$ cat src/rtl/mem_access_pkg.sv
// Shared types and widths for the load/store sequencer in front of the 256x16 data RAM.
package mem_access_pkg;

    localparam int unsigned MAU_ADDR_W    = 16;
    localparam int unsigned MAU_DATA_W    = 16;
    localparam int unsigned MAU_RD_W      = 4;
    localparam int unsigned MAU_MEM_WORDS = 256;
    localparam int unsigned RAM_IDX_W     = $clog2(MAU_MEM_WORDS);
    localparam int unsigned RAM_PORT_W    = 17;

    typedef enum logic [1:0] {
        StIdle,
        StExec,
        StResp
    } mau_state_e;

    typedef struct packed {
        logic                  we;
        logic [MAU_ADDR_W-1:0] addr;
        logic [MAU_DATA_W-1:0] wdata;
        logic [MAU_RD_W-1:0]   rd;
    } mem_req_t;

endpackage

$ cat src/rtl/mem_req_fifo.sv
// Synchronous request FIFO of mem_req_t with full/empty flags; DEPTH must be a power of 2.
module mem_req_fifo
    import mem_access_pkg::*;
#(
    parameter int unsigned DEPTH = 4
) (
    input  logic     clk_i,
    input  logic     rst_ni,
    input  logic     push_i,
    input  mem_req_t push_data_i,
    input  logic     pop_i,
    output mem_req_t pop_data_o,
    output logic     full_o,
    output logic     empty_o
);

    localparam int unsigned PtrW = $clog2(DEPTH);

    // Extra MSB on each pointer distinguishes full from empty.
    logic [PtrW:0] wr_ptr_q, wr_ptr_d;
    logic [PtrW:0] rd_ptr_q, rd_ptr_d;
    mem_req_t      mem_q [DEPTH];
    mem_req_t      mem_d [DEPTH];
    logic          do_push;
    logic          do_pop;

    assign empty_o    = (wr_ptr_q == rd_ptr_q);
    assign full_o     = (wr_ptr_q[PtrW] != rd_ptr_q[PtrW]) &&
                        (wr_ptr_q[PtrW-1:0] == rd_ptr_q[PtrW-1:0]);
    assign do_push    = push_i && !full_o;
    assign do_pop     = pop_i && !empty_o;
    assign pop_data_o = mem_q[rd_ptr_q[PtrW-1:0]];

    always_comb begin
        wr_ptr_d = wr_ptr_q;
        rd_ptr_d = rd_ptr_q;
        mem_d    = mem_q;
        if (do_push) begin
            mem_d[wr_ptr_q[PtrW-1:0]] = push_data_i;
            wr_ptr_d = wr_ptr_q + {{PtrW{1'b0}}, 1'b1};
        end
        if (do_pop) begin
            rd_ptr_d = rd_ptr_q + {{PtrW{1'b0}}, 1'b1};
        end
    end

    always_ff @(posedge clk_i or negedge rst_ni) begin
        if (!rst_ni) begin
            wr_ptr_q <= '0;
            rd_ptr_q <= '0;
            for (int unsigned i = 0; i < DEPTH; i++) begin
                mem_q[i] <= '0;
            end
        end else begin
            wr_ptr_q <= wr_ptr_d;
            rd_ptr_q <= rd_ptr_d;
            mem_q    <= mem_d;
        end
    end

endmodule

$ cat src/rtl/mem_access_unit.sv
// In-order load/store sequencer driving the data RAM; one op in flight, results returned to writeback.
// Define ADDR_RANGE_CHECK_EN to suppress and flag accesses at or above MEM_WORDS.
module mem_access_unit
    import mem_access_pkg::*;
#(
    parameter int unsigned FIFO_DEPTH = 4,
    parameter int unsigned ADDR_W     = MAU_ADDR_W,
    parameter int unsigned MEM_WORDS  = MAU_MEM_WORDS,
    parameter int unsigned RD_W       = MAU_RD_W
) (
    input  logic                  clk,
    input  logic                  rst_n,
    input  logic                  req_valid,
    output logic                  req_ready,
    input  logic                  req_we,
    input  logic [ADDR_W-1:0]     req_addr,
    input  logic [15:0]           req_wdata,
    input  logic [RD_W-1:0]       req_rd,
    output logic [RAM_PORT_W-1:0] ram_addr,
    output logic [RAM_PORT_W-1:0] ram_wdata,
    output logic                  ram_we,
    input  logic [RAM_PORT_W-1:0] ram_rdata,
    output logic                  wb_valid,
    input  logic                  wb_ready,
    output logic [15:0]           wb_data,
    output logic [RD_W-1:0]       wb_rd,
    output logic                  wb_err,
    output logic                  err_sticky,
    output logic                  busy
);

    localparam int unsigned IdxW = $clog2(MEM_WORDS);

    mau_state_e          state_q, state_d;
    mem_req_t            op_q, op_d;
    logic                wb_valid_q, wb_valid_d;
    logic [15:0]         wb_data_q, wb_data_d;
    logic [MAU_RD_W-1:0] wb_rd_q, wb_rd_d;
    logic                wb_err_q, wb_err_d;
    logic                err_sticky_q, err_sticky_d;

    mem_req_t fifo_in;
    mem_req_t fifo_head;
    logic     fifo_full;
    logic     fifo_empty;
    logic     fifo_push;
    logic     fifo_pop;
    logic     op_oor;

    assign fifo_in.we    = req_we;
    assign fifo_in.addr  = MAU_ADDR_W'(req_addr);
    assign fifo_in.wdata = req_wdata;
    assign fifo_in.rd    = MAU_RD_W'(req_rd);

    assign req_ready = !fifo_full;
    assign fifo_push = req_valid && req_ready;
    assign fifo_pop  = (state_q == StIdle) && !fifo_empty;

    mem_req_fifo #(
        .DEPTH (FIFO_DEPTH)
    ) u_fifo (
        .clk_i       (clk),
        .rst_ni      (rst_n),
        .push_i      (fifo_push),
        .push_data_i (fifo_in),
        .pop_i       (fifo_pop),
        .pop_data_o  (fifo_head),
        .full_o      (fifo_full),
        .empty_o     (fifo_empty)
    );

`ifdef ADDR_RANGE_CHECK_EN
    localparam logic [MAU_ADDR_W:0] MemWordsExt = (MAU_ADDR_W + 1)'(MEM_WORDS);
    assign op_oor = ({1'b0, op_q.addr} >= MemWordsExt);
`else
    assign op_oor = 1'b0;
`endif

    always_comb begin
        state_d      = state_q;
        op_d         = op_q;
        wb_valid_d   = wb_valid_q;
        wb_data_d    = wb_data_q;
        wb_rd_d      = wb_rd_q;
        wb_err_d     = wb_err_q;
        err_sticky_d = err_sticky_q;
        unique case (state_q)
            StIdle: begin
                if (!fifo_empty) begin
                    op_d    = fifo_head;
                    state_d = StExec;
                end
            end
            StExec: begin
                err_sticky_d = err_sticky_q | op_oor;
                if (op_q.we) begin
                    state_d = StIdle;
                end else begin
                    wb_data_d  = op_oor ? 16'h0000 : ram_rdata[15:0];
                    wb_rd_d    = op_q.rd;
                    wb_err_d   = op_oor;
                    wb_valid_d = 1'b1;
                    state_d    = StResp;
                end
            end
            StResp: begin
                if (wb_ready) begin
                    wb_valid_d = 1'b0;
                    state_d    = StIdle;
                end
            end
            default: state_d = StIdle;
        endcase
    end

    always_ff @(posedge clk or negedge rst_n) begin
        if (!rst_n) begin
            state_q      <= StIdle;
            op_q         <= '0;
            wb_valid_q   <= 1'b0;
            wb_data_q    <= '0;
            wb_rd_q      <= '0;
            wb_err_q     <= 1'b0;
            err_sticky_q <= 1'b0;
        end else begin
            state_q      <= state_d;
            op_q         <= op_d;
            wb_valid_q   <= wb_valid_d;
            wb_data_q    <= wb_data_d;
            wb_rd_q      <= wb_rd_d;
            wb_err_q     <= wb_err_d;
            err_sticky_q <= err_sticky_d;
        end
    end

    // RAM pins come straight from the op register so they hold between ops.
    assign ram_addr   = RAM_PORT_W'(op_q.addr[IdxW-1:0]);
    assign ram_wdata  = {1'b0, op_q.wdata};
    assign ram_we     = (state_q == StExec) && op_q.we && !op_oor;
    assign wb_valid   = wb_valid_q;
    assign wb_data    = wb_data_q;
    assign wb_rd      = RD_W'(wb_rd_q);
    assign wb_err     = wb_err_q;
    assign err_sticky = err_sticky_q;
    assign busy       = !fifo_empty || (state_q != StIdle);

    logic unused_bits;
    assign unused_bits = ^{ram_rdata[RAM_PORT_W-1], op_q.addr[MAU_ADDR_W-1:IdxW]};

endmodule

$ cat config.mk
export PLATFORM = sky130hd
export DESIGN_NAME = mem_access_unit
export DESIGN_NICKNAME = d
export VERILOG_FILES = /design/src/rtl/mem_access_pkg.sv /design/src/rtl/mem_req_fifo.sv /design/src/rtl/mem_access_unit.sv
export SDC_FILE = /design/constraint.sdc
export NUM_CORES = 1
export LEC_CHECK = 0
export CORE_ASPECT_RATIO = 0.9
export CORE_UTILIZATION = 40
export DETAILED_ROUTE_END_ITERATION = 6
export PLACE_DENSITY = 0.77
export SETUP_SLACK_MARGIN = 0.1
export SLEW_MARGIN = 15
export SYNTH_ARGS = -nofsm -noshare
export SYNTH_HDL_FRONTEND = slang
export SYNTH_SLANG_ARGS = --single-unit
$ cat constraint.sdc
create_clock -name clk -period 1.67 [get_ports clk]
set_input_delay 0.334 -clock clk [delete_from_list [all_inputs] [get_ports clk]]
set_output_delay 0.334 -clock clk [all_outputs]
set_load 0.01 [all_outputs]
=== Word level (Yosys, flattened, before mapping) ===
Index checks and enable logic that the tools add are counted.

* Word-level logic and storage cells: 73
* Input bits: 58
* Output and inout bits: 60
* Flip-flop bits (word level): 206

* Muxes and demuxes: 13
* Eq/ne operators: 8
* $lt $le $gt $ge: 3
* Bitwise operators: 4
* Reduce and logical (&&, ||, !) cells: 17
* $add $sub $neg: 2

{| class="wikitable"
|+ Operators by type and width
! cell !! number
|-
| bitwise mux 148 bit || 1
|-
| two-way mux 37 bit || 3
|-
| binary-select mux 37 bit (select 2 bit) || 1
|-
| demux 37 bit (select 2 bit) || 1
|-
| logical AND 1 bit || 7
|-
| adder 3 x 1 -> 3 bit (second input constant) || 2
|-
| greater-or-equal comparator 3 bit (second input constant) || 2
|-
| two-way mux 2 bit || 3
|-
| inequality test 2 bit (second input constant) || 3
|-
| inverter 2 -> 3 bit || 2
|-
| one-hot mux 2 bit (3 select lines) || 1
|-
| AND reduction 2 bit || 3
|-
| nonzero test 2 bit || 2
|-
| == test 3 bit || 1
|-
| < comparator 3 x 1 -> 1 bit (second input constant) || 1
|-
| AND reduction 3 bit || 1
|-
| == test 2 x 1 -> 1 bit (second input constant) || 1
|-
| == test 2 bit || 1
|-
| == test 2 bit (second input constant) || 1
|-
| logical NOT 1 bit || 2
|-
| logical NOT 2 bit || 1
|-
| two-way mux 1 bit || 2
|-
| inverter 1 bit || 2
|-
| one-hot mux 1 bit (2 select lines) || 1
|-
| other kinds (2) || 2
|}

=== Longest topological paths before layout ===
* Depth after elaboration: 6
* Depth in mapped cells: 7
* Depth with buffers taken out: 5

=== Modules after synthesis ===
Synthesis repeated with hierarchy kept, for this count alone.

* Cell total of the unflattened synthesis: 557
* Area total of the unflattened synthesis: 9635.5 sq um

{| class="wikitable"
|+ Modules (own cells, without submodules)
! module !! sequential area each (sq um) !! area each (sq um) !! cells an instance !! instances
|-
| mem_req_fifo || 3853.7 || 7247.0 || 401 || 1
|-
| mem_access_unit || 1301.2 || 2388.5 || 156 || 1
|}

=== Worst setup path after synthesis ===
No wires, ideal clock.

* Path kind: flip-flop to flip-flop
* Start point: reg u_fifo.rd_ptr_q[0]
* End point: reg op_q[0] in the netlist's numbering
* Setup time: 0.125 ns
* Buffers on the path: 2
* Period minus slack after synthesis: 1.791 ns
* Cell stages (with the launch flop): 6
* Arrival: 1.667 ns
* Data required time: 1.545 ns
* Slack: -0.121 ns
* Cells stage by stage: dfrtp_1 buf_2 xnor2_2 a311oi_2 buf_4 mux2_2

* Cells in the longest elaborated chain, start to end: 4
* Elaborated cells on any way between the ends: 7
* Classes of those cells: eq/ne (1); mux (3); bitwise (2); reduce/logical (1)

{| class="wikitable"
|+ Ends and longest elaborated chain
! item !! RTL line !! RTL
|-
| start: declaration || mem_req_fifo.sv:21 || <nowiki>logic [PtrW:0] rd_ptr_q, rd_ptr_d;</nowiki>
|-
| start signal: assignment || mem_req_fifo.sv:56 || <nowiki>rd_ptr_q <= rd_ptr_d;</nowiki>
|-
| inverter 2 -> 3 bit (implied by the code) || mem_req_fifo.sv:32 || <nowiki>assign pop_data_o = mem_q[rd_ptr_q[PtrW-1:0]];</nowiki>
|-
| binary-select mux 37 bit (select 2 bit) || mem_req_fifo.sv:32 ||
|-
| two-way mux 37 bit (implied by the code) (2 in series) || mem_req_fifo.sv:32 ||
|-
| end signal: assignment || mem_access_unit.sv:127 || <nowiki>op_q <= op_d;</nowiki>
|-
| end: declaration || mem_access_unit.sv:35 || <nowiki>mem_req_t op_q, op_d;</nowiki>
|}

Parallel ways exist; a longest one is shown, timed or not. The select of a mux whose other input is x is not followed.
A chain may end at the register's enable or synchronous reset.

=== Worst setup path after layout ===
* Start point: reg u_fifo.wr_ptr_q[2]
* End point: reg op_q (netlist bit ram_wdata[6])

* Cells in the longest elaborated chain, start to end: 3

{| class="wikitable"
|+ Ends and longest elaborated chain
! item !! RTL line !! RTL
|-
| start: declaration || mem_req_fifo.sv:20 || <nowiki>logic [PtrW:0] wr_ptr_q, wr_ptr_d;</nowiki>
|-
| start signal: assignment || mem_req_fifo.sv:55 || <nowiki>wr_ptr_q <= wr_ptr_d;</nowiki>
|-
| == test 3 bit || mem_req_fifo.sv:27 || <nowiki>assign empty_o = (wr_ptr_q == rd_ptr_q);</nowiki>
|-
| inverter 1 bit (no line) || n/a ||
|-
| AND reduction 2 bit (no line) || n/a ||
|}

Every way passes these cells.

==> summary.txt <==
Outcome
  • Status: finished, violations left
  • Violated checks: negative setup slack

Detailed routing
  • Final wirelength: approximately 20000 um
  • Via Count: between 4000 and 5000
  • Drc violations: 0
  • DR WL/cell: roughly 23 um
  • Initial DRC Count: between 200 and 250
  • TritonRoute pass-1 iters: 4
  • DRT antenna net count: 0
  • Avg Vias per Cell: approximately 5.2

Placement
  • DP Cell Count: 800
  • Routability cong.: between 0.7 and 0.8
  • Pre-CTS setup slack: -0.270 ns
  • HPWL after detailed placement: about 10000 um
  • Input/output buffers: 96

Timing
  • Final hold vios: 0
  • Pins Over Slew Limit: 0
  • Setup violators final: 151
  • Fmax: approximately 520 MHz
  • Setup TNS: -27.13 ns
  • Unrepaired setup endpoints after global routing: yes
  • Worst clock skew: about 0.0097 ns
  • Final period util: 115%
  • Fin worst setup slack: -0.242 ns
  • Minimum clock period: 1.91 ns

CTS
  • H-tree levels: 4
  • CTS tree: built
  • Worst skew pair latency: about 0.44 ns
  • Inserted Clock Buffers: 17
  • Max clock buf depth: 2
  • CTS Sinks: between 150 and 200
  • Clock Pin Slew Worst Setup and Hold Paths: 0.07 ns
  • Clk root buf: clkbuf_16

Global routing
  • Met2 Use GR: roughly a third
  • GR Util met3: under 10%
  • Vias in the first global route: 4942
  • Gr busiest metal: met2
  • Pin count of the biggest net entering global routing: 45
  • First-pass GRT wire length: 28300 um
  • Grt ovf: 0
  • GR met1 Demand/Resource: 24.8%
  • Initial antenna violation count: 0
  • Gr usage total: between 10% and 20%

Floorplanning
  • Die Width: around 150 um
  • Die area: 19600 um2
  • Core Area: between 15000 and 20000 um2
  • Chip height: about 130 um
  • Ports: roughly 120
  • Row cnt: 47
  • Initial core utilization: roughly two fifths

Critical path
  • WP data required: between 1.5 and 2 ns
  • Critical Path Fanout Max: 8
  • Crit Path Category: reg -> reg
  • Crit path launch type: flop
  • Crit end category: flop
  • Data arrival time of the worst path: 2.23 ns

Logic synthesis
  • Cells after Synth: roughly 470
  • Post-synthesis sequential area ratio: 57.3%
  • Unique masters post-synth: 26
  • Avg Cell Area, Syn: 16.1 um2
  • Ys Warns: 0
  • Flops & latches, synth: roughly 170
  • Mapped cell area: roughly 7600 um2

Pwr
  • Leak pwr: slightly below 5 nW
  • Power per cell area: 2320 nW/um2
  • VDD IR max: approximately 0.0012 V

Job
  • Max-cap violations: 0

Finish
  • Area Overhead vs Synth: 43.8%
  • Nets: roughly 680
  • Layout Cells excl Fill: 877
  • Most common cell after layout, fill and taps aside: dfrtp_1
  • Most frequent cells in the layout: dfrtp_1, mux2_4, clkdlybuf4s50_1
  • Util after Layout: 59.0%
  • Layout cell share with drive strength beyond 1: 54.3%
  • ANT cells: 0

Worst hold path
  • HP Class: in -> async
## power breakdown
group          total (mW)  internal [mW]  switching, mW
registers            7.86           6.48           1.38
logic                13.5           8.49           5.03
clock network        3.95           2.24           1.70
total                25.3           17.2           8.12
## state kept, by name (all words and copies together) (netlist names)
register         count
state_q              2
wb_valid             1
u_fifo.wr_ptr_q      3
ram_addr             8
op_q                 5
wb_rd                4
u_fifo.rd_ptr_q      3
ram_wdata           16
wb_data             16
u_fifo.mem_q       116
## critical path, cell delays in order (launching register included)
cell,delay [ns]
dfrtp_1,0.42
buf_6,0.15
xnor2_4,0.13
buf_4,0.15
a311oi_4,0.20
buf_6,0.21
clkbuf_16,0.19
mux2_2,0.34
## cell type report
cell class	instances	area [um2]
inverters	3	13.8
repair buffers	178	2060
flip-flops and latches	174	4360
multi-input cells	245	3600
clock inverters	13	139
clock buffers	19	443
fillers	1331	7600
well taps	245	307
## kinds of logic (layout without fill, tap and decap cells)
family / after synthesis / count (layout) / synth area share [%]
DFF: 174 / 174 / 57.3
xor gates and xnor gates: 8 / 8 / 1.12
adders and majority gates: 5 / 5 / 0.823
and+or+nand+nor: 16 / 16 / 1.09
other: 1 / 12 / 0.0493
buffers and inverters: 63 / 213 / 5.55
muxes: 196 / 196 / 33.3
AOI/OAI and AO/OA: 8 / 8 / 0.757
## metrics by stage
step           power (mW)  hold slack [ns]  cell area (um2)
2_1_floorplan        14.2           0.0384             7770
3_3_place_gp         16.9            0.284             9070
3_5_place_dp         17.5            0.292             9070
4_1_cts              23.2            0.423            10300
5_1_grt              26.5            0.442            10900
6_report             25.3            0.416            10900
## per-layer routing
layer,vias up,share of wire [%],wire [um]
li1,1961,-,-
met1,2458,42,8390
met2,145,52,10300
met3,16,4.8,959
met4,0,0.87,172
met5,-,0,0
## synth_stat cells
master	count	area, um2
or2_2	1	6.26
xor2_1	4	35.0
mux2_1	9	101
buf_4	39	293
nor3b_1	1	7.51
and3b_1	1	8.76
inv_1	3	11.3
mux4_2	29	653
buf_2	13	65.1
buf_6	3	33.8
dfrtp_1	174	4350
ha_1	5	62.6
a311oi_2	1	15.0
xnor2_1	2	17.5
clkbuf_1	5	18.8
nand3_1	1	5.00
nand2_1	5	18.8
nand4_1	1	6.26
xnor2_2	2	32.5
a31oi_1	6	37.5
or3b_2	1	8.76
conb_1	1	3.75
nor2_1	4	15.0
and2_1	1	6.26
mux2_2	158	1780
a21oi_1	1	5.00
## what timing repair did
item                                    CTS  global route
resized for setup                       161            94
pin swaps                                 7             8
endpoints found under the hold margin    36             0
endpoints found under the setup margin  197           153
cloned                                    8             6
buffers inserted                         22             8
hold buffers                              1             0
## worst paths after layout
kind / cells after the start / slack, ns / start / to
max: 7 / -0.24 / u_fifo.wr_ptr_q[2]$_DFFE_PN0P_ / ram_wdata[6]$_DFFE_PN0P_
min: 2 / 0.42 / rst_n / wb_data[15]$_DFFE_PN0P_
max reg2reg: 7 / -0.24 / u_fifo.wr_ptr_q[2]$_DFFE_PN0P_ / ram_wdata[6]$_DFFE_PN0P_
min reg2reg: 1 / 0.50 / ram_wdata[10]$_DFFE_PN0P_ / ram_wdata[10]$_DFFE_PN0P_
max in group asynchronous: 3 / 0.69 / rst_n / ram_wdata[3]$_DFFE_PN0P_
min in group clk: 1 / 0.50 / ram_wdata[10]$_DFFE_PN0P_ / ram_wdata[10]$_DFFE_PN0P_
(Power assumes the default switching activity.)
